### src/rtl/seg7_pkg.sv
// Shared constants and types for the multiplexed 7-segment scan controller.
// Segment patterns are ordered {a,b,c,d,e,f,g,dp}, 1 = lit.
package seg7_pkg;

  localparam int unsigned SEG_W = 8;
  localparam int unsigned DIG_W = 4;
  localparam int unsigned NIB_W = 4;

  localparam logic [SEG_W-1:0] SEG_0    = 8'b11111100;
  localparam logic [SEG_W-1:0] SEG_1    = 8'b01100000;
  localparam logic [SEG_W-1:0] SEG_2    = 8'b11011010;
  localparam logic [SEG_W-1:0] SEG_3    = 8'b11110010;
  localparam logic [SEG_W-1:0] SEG_4    = 8'b01100110;
  localparam logic [SEG_W-1:0] SEG_5    = 8'b10110110;
  localparam logic [SEG_W-1:0] SEG_6    = 8'b10111110;
  localparam logic [SEG_W-1:0] SEG_7    = 8'b11100000;
  localparam logic [SEG_W-1:0] SEG_8    = 8'b11111110;
  localparam logic [SEG_W-1:0] SEG_9    = 8'b11110110;
  localparam logic [SEG_W-1:0] SEG_DASH = 8'b00000010;
  localparam logic [SEG_W-1:0] SEG_OFF  = 8'b00000000;

  localparam logic [DIG_W-1:0] DIG_OFF  = 4'b1111;

  typedef enum logic {S_BLANK, S_ON} state_e;

endpackage

### src/rtl/seg7_scan_ctrl_if.sv
// BCD frame load bus from the datapath into the scan controller.
interface seg7_scan_ctrl_if
  import seg7_pkg::*;
#(
  parameter int unsigned NUM_DIG = 4
);
  logic                     i_load;
  logic [NIB_W*NUM_DIG-1:0] i_bcd;
  logic [NUM_DIG-1:0]       i_dp;

  modport master (output i_load, output i_bcd, output i_dp);
  modport slave  (input  i_load, input  i_bcd, input  i_dp);
endinterface

### src/rtl/seg7_decode.sv
// Combinational BCD nibble + decimal point to segment pattern; 10..15 show a dash.
module seg7_decode
  import seg7_pkg::*;
(
  input  logic [NIB_W-1:0] nibble_i,
  input  logic             dp_i,
  output logic [SEG_W-1:0] seg_c_o
);

  logic [SEG_W-1:0] pat_c;

  always_comb begin
    pat_c = SEG_DASH;
    case (nibble_i)
      4'd0:    pat_c = SEG_0;
      4'd1:    pat_c = SEG_1;
      4'd2:    pat_c = SEG_2;
      4'd3:    pat_c = SEG_3;
      4'd4:    pat_c = SEG_4;
      4'd5:    pat_c = SEG_5;
      4'd6:    pat_c = SEG_6;
      4'd7:    pat_c = SEG_7;
      4'd8:    pat_c = SEG_8;
      4'd9:    pat_c = SEG_9;
      default: pat_c = SEG_DASH;
    endcase
    seg_c_o = pat_c | {{(SEG_W-1){1'b0}}, dp_i};
  end

endmodule

### src/rtl/seg7_scan_ctrl.sv
// Multiplexed common-anode 7-segment scan controller with double-buffered BCD frame.
// Optional leading-zero blanking is enabled by defining LZB_EN.
module seg7_scan_ctrl
  import seg7_pkg::*;
#(
  parameter int unsigned NUM_DIG    = 4,
  parameter int unsigned ON_WAIT    = 27_000,
  parameter int unsigned BLANK_WAIT = 270
) (
  input  logic              i_clk,
  input  logic              i_rst,
  seg7_scan_ctrl_if.slave   bus,
  output logic [SEG_W-1:0]  o_seg,
  output logic [DIG_W-1:0]  o_dig,
  output logic              o_frame
);

  localparam int unsigned WAIT_MAX = (ON_WAIT > BLANK_WAIT) ? ON_WAIT : BLANK_WAIT;
  localparam int unsigned TICK_W   = $clog2(WAIT_MAX);
  localparam int unsigned IDX_W    = (NUM_DIG > 1) ? $clog2(NUM_DIG) : 1;

  state_e                         state_q, state_d;
  logic [TICK_W-1:0]              tick_q, tick_d;
  logic [IDX_W-1:0]               idx_q, idx_d;
  logic [NUM_DIG-1:0][NIB_W-1:0]  display_q, display_d;
  logic [NUM_DIG-1:0][NIB_W-1:0]  shadow_q, shadow_d;
  logic [NUM_DIG-1:0]             dp_q, dp_d;
  logic [NUM_DIG-1:0]             sdp_q, sdp_d;
  logic                           pending_q, pending_d;
  logic [SEG_W-1:0]               seg_q, seg_d;
  logic [DIG_W-1:0]               dig_q, dig_d;
  logic                           frame_q, frame_d;
  logic                           boundary_c;
  logic [SEG_W-1:0]               digit_seg_c;
  logic [NUM_DIG-1:0]             blank_c;

  seg7_decode u_decode (
    .nibble_i (display_q[idx_q]),
    .dp_i     (dp_q[idx_q]),
    .seg_c_o  (digit_seg_c)
  );

`ifdef LZB_EN
  // A digit is blanked while it and every digit above it are zero; digit 0 and dp digits stay lit.
  always_comb begin : lzb
    logic seen_nz;
    seen_nz = 1'b0;
    blank_c = '0;
    for (int k = int'(NUM_DIG) - 1; k > 0; k--) begin
      seen_nz    = seen_nz | (display_q[k] != '0);
      blank_c[k] = ~seen_nz & ~dp_q[k];
    end
  end
`else
  assign blank_c = '0;
`endif

  always_comb begin
    state_d    = state_q;
    tick_d     = tick_q + TICK_W'(1);
    idx_d      = idx_q;
    boundary_c = 1'b0;
    display_d  = display_q;
    dp_d       = dp_q;
    shadow_d   = shadow_q;
    sdp_d      = sdp_q;
    pending_d  = pending_q;
    seg_d      = SEG_OFF;
    dig_d      = DIG_OFF;

    case (state_q)
      S_BLANK: begin
        if (tick_q == TICK_W'(BLANK_WAIT - 1)) begin
          state_d = S_ON;
          tick_d  = '0;
        end
      end
      S_ON: begin
        dig_d[idx_q] = 1'b0;
        seg_d        = blank_c[idx_q] ? SEG_OFF : digit_seg_c;
        if (tick_q == TICK_W'(ON_WAIT - 1)) begin
          state_d = S_BLANK;
          tick_d  = '0;
          if (idx_q == IDX_W'(NUM_DIG - 1)) begin
            idx_d      = '0;
            boundary_c = 1'b1;
          end else begin
            idx_d = idx_q + IDX_W'(1);
          end
        end
      end
      default: state_d = S_BLANK;
    endcase

    // A load landing on the boundary bypasses the now-stale shadow.
    if (boundary_c) begin
      if (bus.i_load) begin
        display_d = bus.i_bcd;
        dp_d      = bus.i_dp;
      end else if (pending_q) begin
        display_d = shadow_q;
        dp_d      = sdp_q;
      end
      pending_d = 1'b0;
    end else if (bus.i_load) begin
      shadow_d  = bus.i_bcd;
      sdp_d     = bus.i_dp;
      pending_d = 1'b1;
    end

    // Raised for the cycle whose closing edge is the frame boundary.
    frame_d = (state_d == S_ON) && (tick_d == TICK_W'(ON_WAIT - 1)) &&
              (idx_d == IDX_W'(NUM_DIG - 1));
  end

  always_ff @(posedge i_clk) begin
    if (i_rst) begin
      state_q   <= S_BLANK;
      tick_q    <= '0;
      idx_q     <= '0;
      display_q <= '0;
      shadow_q  <= '0;
      dp_q      <= '0;
      sdp_q     <= '0;
      pending_q <= 1'b0;
      seg_q     <= SEG_OFF;
      dig_q     <= DIG_OFF;
      frame_q   <= 1'b0;
    end else begin
      state_q   <= state_d;
      tick_q    <= tick_d;
      idx_q     <= idx_d;
      display_q <= display_d;
      shadow_q  <= shadow_d;
      dp_q      <= dp_d;
      sdp_q     <= sdp_d;
      pending_q <= pending_d;
      seg_q     <= seg_d;
      dig_q     <= dig_d;
      frame_q   <= frame_d;
    end
  end

  assign o_seg   = seg_q;
  assign o_dig   = dig_q;
  assign o_frame = frame_q;

endmodule

### src/flat_wrapper.sv
// flat-port wrapper written by rule: the top's interface ports become plain ports
module seg7_scan_ctrl_flat import seg7_pkg::*;
#(
  parameter int unsigned NUM_DIG    = 4,
  parameter int unsigned ON_WAIT    = 27_000,
  parameter int unsigned BLANK_WAIT = 270
)
  (i_clk, i_rst, o_seg, o_dig, o_frame, bus_i_load, bus_i_bcd, bus_i_dp);
  seg7_scan_ctrl_if #(.NUM_DIG(NUM_DIG)) bus_i ();
  input  logic i_clk;
  input  logic i_rst;
  output logic [SEG_W-1:0] o_seg;
  output logic [DIG_W-1:0] o_dig;
  output logic o_frame;
  input wire logic [$bits(bus_i.i_load)-1:0] bus_i_load;
  input wire logic [$bits(bus_i.i_bcd)-1:0] bus_i_bcd;
  input wire logic [$bits(bus_i.i_dp)-1:0] bus_i_dp;
  assign bus_i.i_load = bus_i_load;
  assign bus_i.i_bcd = bus_i_bcd;
  assign bus_i.i_dp = bus_i_dp;
  seg7_scan_ctrl #(.NUM_DIG(NUM_DIG), .ON_WAIT(ON_WAIT), .BLANK_WAIT(BLANK_WAIT)) u_core (.i_clk(i_clk), .i_rst(i_rst), .bus(bus_i), .o_seg(o_seg), .o_dig(o_dig), .o_frame(o_frame));
endmodule
### config.mk
export PLATFORM = sky130hd
export DESIGN_NAME = seg7_scan_ctrl_flat
export DESIGN_NICKNAME = d
export VERILOG_FILES = /design/src/rtl/seg7_pkg.sv /design/src/rtl/seg7_scan_ctrl_if.sv /design/src/rtl/seg7_decode.sv /design/src/rtl/seg7_scan_ctrl.sv /design/src/flat_wrapper.sv
export SDC_FILE = /design/constraint.sdc
export NUM_CORES = 1
export LEC_CHECK = 0
export CORE_MARGIN = 5
export CORE_UTILIZATION = 50
export DETAILED_ROUTE_END_ITERATION = 10
export PLACE_DENSITY = 0.82
export SLEW_MARGIN = 20
export SYNTH_ARGS = -nofsm -noshare
export SYNTH_HDL_FRONTEND = slang
export SYNTH_SLANG_ARGS = --single-unit
### constraint.sdc
create_clock -name i_clk -period 2.6 [get_ports i_clk]
set_input_delay 0.26 -clock i_clk [delete_from_list [all_inputs] [get_ports i_clk]]
set_output_delay 0.26 -clock i_clk [all_outputs]
set_load 0.05 [all_outputs]
==> results <==
- The filler cell count is 566.
- The maximum frequency from static timing analysis is 0.445 GHz.
- The clock buffer count from CTS is 9.
- The cell at the root of the clock tree is sky130_fd_sc_hd__clkbuf_8.
- The class of the most critical hold timing path is reg -> reg.
- The via count of the first global-routing pass was 2399.
- The leading register cell type out of synthesis is sky130_fd_sc_hd__dfxtp_1.
- The detailed router put a total of a little over 3000 um of wire on met1.
- The die is 92.3 um wide.
- The quantity of hold-fixing buffers added after cts is 0.
- The total global-route track usage is 0.165.
- The most common cell after layout, fill and taps aside is sky130_fd_sc_hd__dfxtp_1.
- Dividing the detail-routed wire length by the instance count gives ~14 um.
- For this run, the post-layout net count is 414.
- The data required time of the critical path is 2.82 ns.
- 0 antenna diodes ended up in the layout.
- The post-synthesis net count is 385.
- In this run the remaining antenna-violating nets after routing total 0.
- At the end of routability-driven placement, the weighted congestion stood at 0.885.
- The maximum root-to-sink buffer count is 2.
- Across all setup checks in the final design, the least slack found is approximately 0.35 ns.
- The max-capacitance violation count is 0.
- The Yosys warning count is 0.
- In this run the count of I/O pins placed on the die edge is 36.
- The total area of sequential cells is 0.00144 sq mm.
- Setup repair after global routing left no endpoint under its margin.
- The worst setup path is captured at a flop.
- After clock tree synthesis, the clock-pin slew on the worst setup and hold paths is 0.08 ns.
- The final count of hold timing violations was 0.
- Of all flip-flops after synthesis, the portion carrying an async set or reset was 0.
- The count of buffers added on input and output ports is 35.
- The final total power is between 2 and 2.5 mW.
- The worst-margin pin slew is between 0.7 and 0.8 ns.
- The HPWL after detailed placement is 4630 um.
- For this block, the routed nets add up to ~6600 um of wire.
- The first-pass GRT wire length is roughly 11000 um.
- On the final layout, the worst hold slack is 0.495 ns.
- The die height is 92.3 um.
- The number of gates resized after CTS was 0.
- The peak ir drop on the vdd network is 0.000367 V.
- The number of library cell types mapped by synthesis is 44.
- The total length of routed met2 wires is just over 3000 um.
- TritonCTS built the clock tree.
- The routed via count is 2535.
- The analysis attributes to cell leakage a power of 1.71 nW.
- The critical path is of the reg -> reg type.
- The clock insertion delay at the later pin of the skew report is ~0.35 ns.
- The average cell area after synthesis is 9.68 sq um.
- The routed length on met3 is 328 um.
- The number of post-CTS setup repair buffers is 0.
- The instance count of the mapped netlist is 350.
- After synthesis the cells add up to 0.00339 sq mm.
- Of the cells placed in the final design, the portion with a size suffix greater than 1 is 0.120.
- The count of TritonRoute iterations in the first routing pass is 4.
- Setup violations remaining at the end of the flow were counted as 0.
- From synthesis to final layout, the design area changed by 18.8%.
- The arrival time of the worst setup path is between 2 and 2.5 ns.
- The highest fanout seen on the critical path is 11.
- The starting density of the core is 0.507.
- The post-route clock period utilization is 0.864.
- The final clock skew is 0.0138 ns.
- The core area is 0.00668 sq mm.
- The number of sinks handled by clock tree synthesis is between 70 and 80.
- Using the TritonRoute via totals, the vias-per-cell ratio works out to 5.46.
- The residual overflow from global routing is 0.
- Before CTS, the worst setup slack after placement is 0.339 ns.
- The die area is 0.00852 sq mm.
- In the final layout, the multi-input gates occupy 0.00184 sq mm.
- The DRC violation count after routing is 0.
- The run finished with clean final reports.
- The number of slew-limit violations in the final report is 0.
- The power density over the cells is around 570 mW/mm^2.
- The count of standard-cell rows is 30.
- The shortest clock period the worst path allows after layout is about 2.2 ns.
- The portion of the post-synthesis area used by sequential elements is 0.426.
- The H-tree was split into 3 levels.
- Measured against its own limit, the worst slew margin works out to 0.475.
- The number of enable-type register cells in the synthesized netlist is 0.
- The pin count of the biggest net entering global routing is 46.
- The number of synthesized register bits is 72.
- In the final timing run, aggregate negative setup slack is 0 ns.
- Routed signal wires occupy layers up through met4.
- The number of DRC violations after detailed-routing iteration 0 is 177.
- The number of antenna violations at the first check in global routing is 0.
- Leaving out fill and tap cells, the most frequent cells in the layout are 72 x sky130_fd_sc_hd__dfxtp_1, 70 x sky130_fd_sc_hd__nor2_1, 40 x sky130_fd_sc_hd__mux2i_1.
- The worst setup path is launched from a flop.
## cell families after synthesis
family / Yosys count / share of synthesized area
flip-flops: 72 / 0.426
adder cells (fa/ha/maj): 12 / 0.0443
AO/OA/AOI/OAI: 28 / 0.0536
multiplexers: 65 / 0.218
buffers and inverters: 27 / 0.0332
XOR/XNOR: 14 / 0.0362
AND/OR/NAND/NOR: 132 / 0.189
## final cells by class
cell class | instances | area share
flip-flops and latches | 72 | 0.358
well taps | 80 | 0.0249
repair buffers | 39 | 0.0976
inverters | 6 | 0.00560
clock buffers | 12 | 0.0385
multi-input cells | 251 | 0.456
clock inverters | 4 | 0.0190
## critical path, stage by stage, from the launching register on
cell and delay (ns):
sky130_fd_sc_hd__dfxtp_1 0.44, sky130_fd_sc_hd__ha_1 0.31, sky130_fd_sc_hd__nand4b_1 0.20, sky130_fd_sc_hd__nor4_4 0.44, sky130_fd_sc_hd__a21boi_2 0.29, sky130_fd_sc_hd__buf_12 0.24
sky130_fd_sc_hd__mux2i_1 0.16, sky130_fd_sc_hd__nor2_1 0.06
## routing by layer
| layer | track usage | up-vias |
|---|---|---|
| li1 | - | 1266 |
| met1 | 0.207 | 1182 |
| met2 | 0.263 | 73 |
| met3 | 0.0333 | 14 |
| met4 | 0.0941 | 0 |
| met5 | 0 | - |
## through the flow
stage	utilization	instance area, sq um	cells
after global routing	0.602	4030	464
after global placement	0.568	3790	448
final	0.602	4030	464
after CTS	0.602	4030	464
after floorplan	-	3390	350
after detailed placement	0.568	3790	448
## cell usage after synthesis, types with 2 or more instances
master	number	area, sq um
sky130_fd_sc_hd__and4_1	2	17.5
sky130_fd_sc_hd__nor4_1	4	25.0
sky130_fd_sc_hd__mux4_2	5	113
sky130_fd_sc_hd__nor2_1	70	263
sky130_fd_sc_hd__nand3_1	5	25.0
sky130_fd_sc_hd__inv_1	6	22.5
sky130_fd_sc_hd__o21bai_1	2	15.0
sky130_fd_sc_hd__clkbuf_1	11	41.3
sky130_fd_sc_hd__buf_2	9	45.0
sky130_fd_sc_hd__mux2_2	20	225
sky130_fd_sc_hd__nand4_1	4	25.0
sky130_fd_sc_hd__and3_1	4	25.0
sky130_fd_sc_hd__nand4bb_1	2	22.5
sky130_fd_sc_hd__nand2_1	14	52.6
sky130_fd_sc_hd__ha_1	12	150
sky130_fd_sc_hd__nor2b_1	2	12.5
sky130_fd_sc_hd__a21o_1	3	22.5
sky130_fd_sc_hd__dfxtp_1	72	1440
sky130_fd_sc_hd__nand2b_1	8	50.1
sky130_fd_sc_hd__nor3_1	8	40.0
sky130_fd_sc_hd__xnor2_1	9	78.8
sky130_fd_sc_hd__xor2_1	5	43.8
sky130_fd_sc_hd__a21oi_1	12	60.1
sky130_fd_sc_hd__and2_1	2	12.5
sky130_fd_sc_hd__mux2i_1	40	400
## flip-flops by register name, indices dropped and copies added (netlist names)
signal and cells:
u_core.tick_q 15, u_core.idx_q 2, u_core.o_frame 1, u_core.shadow_q 16
u_core.o_dig 4, u_core.state_q 1, u_core.dp_q 4, u_core.sdp_q 4
u_core.display_q 16, u_core.o_seg 8, u_core.pending_q 1
## worst paths after layout
path                      start                 end  slack, ns  cells past startpoint
max            u_core.tick_q[0]     u_core.sdp_q[3]       0.35                      7
min          u_core.shadow_q[6]  u_core.shadow_q[6]       0.50                      2
max reg2reg    u_core.tick_q[0]     u_core.sdp_q[3]       0.35                      7
min reg2reg  u_core.shadow_q[6]  u_core.shadow_q[6]       0.50                      2
## power breakdown
part	total (mW)	switching, mW	internal (mW)	leakage, nW
clock	1.01	0.413	0.595	0.113
combinational	0.148	0.0636	0.0842	1.01
sequential	1.14	0.0161	1.13	0.585
No activity file was read; power rests on OpenSTA's default activity.
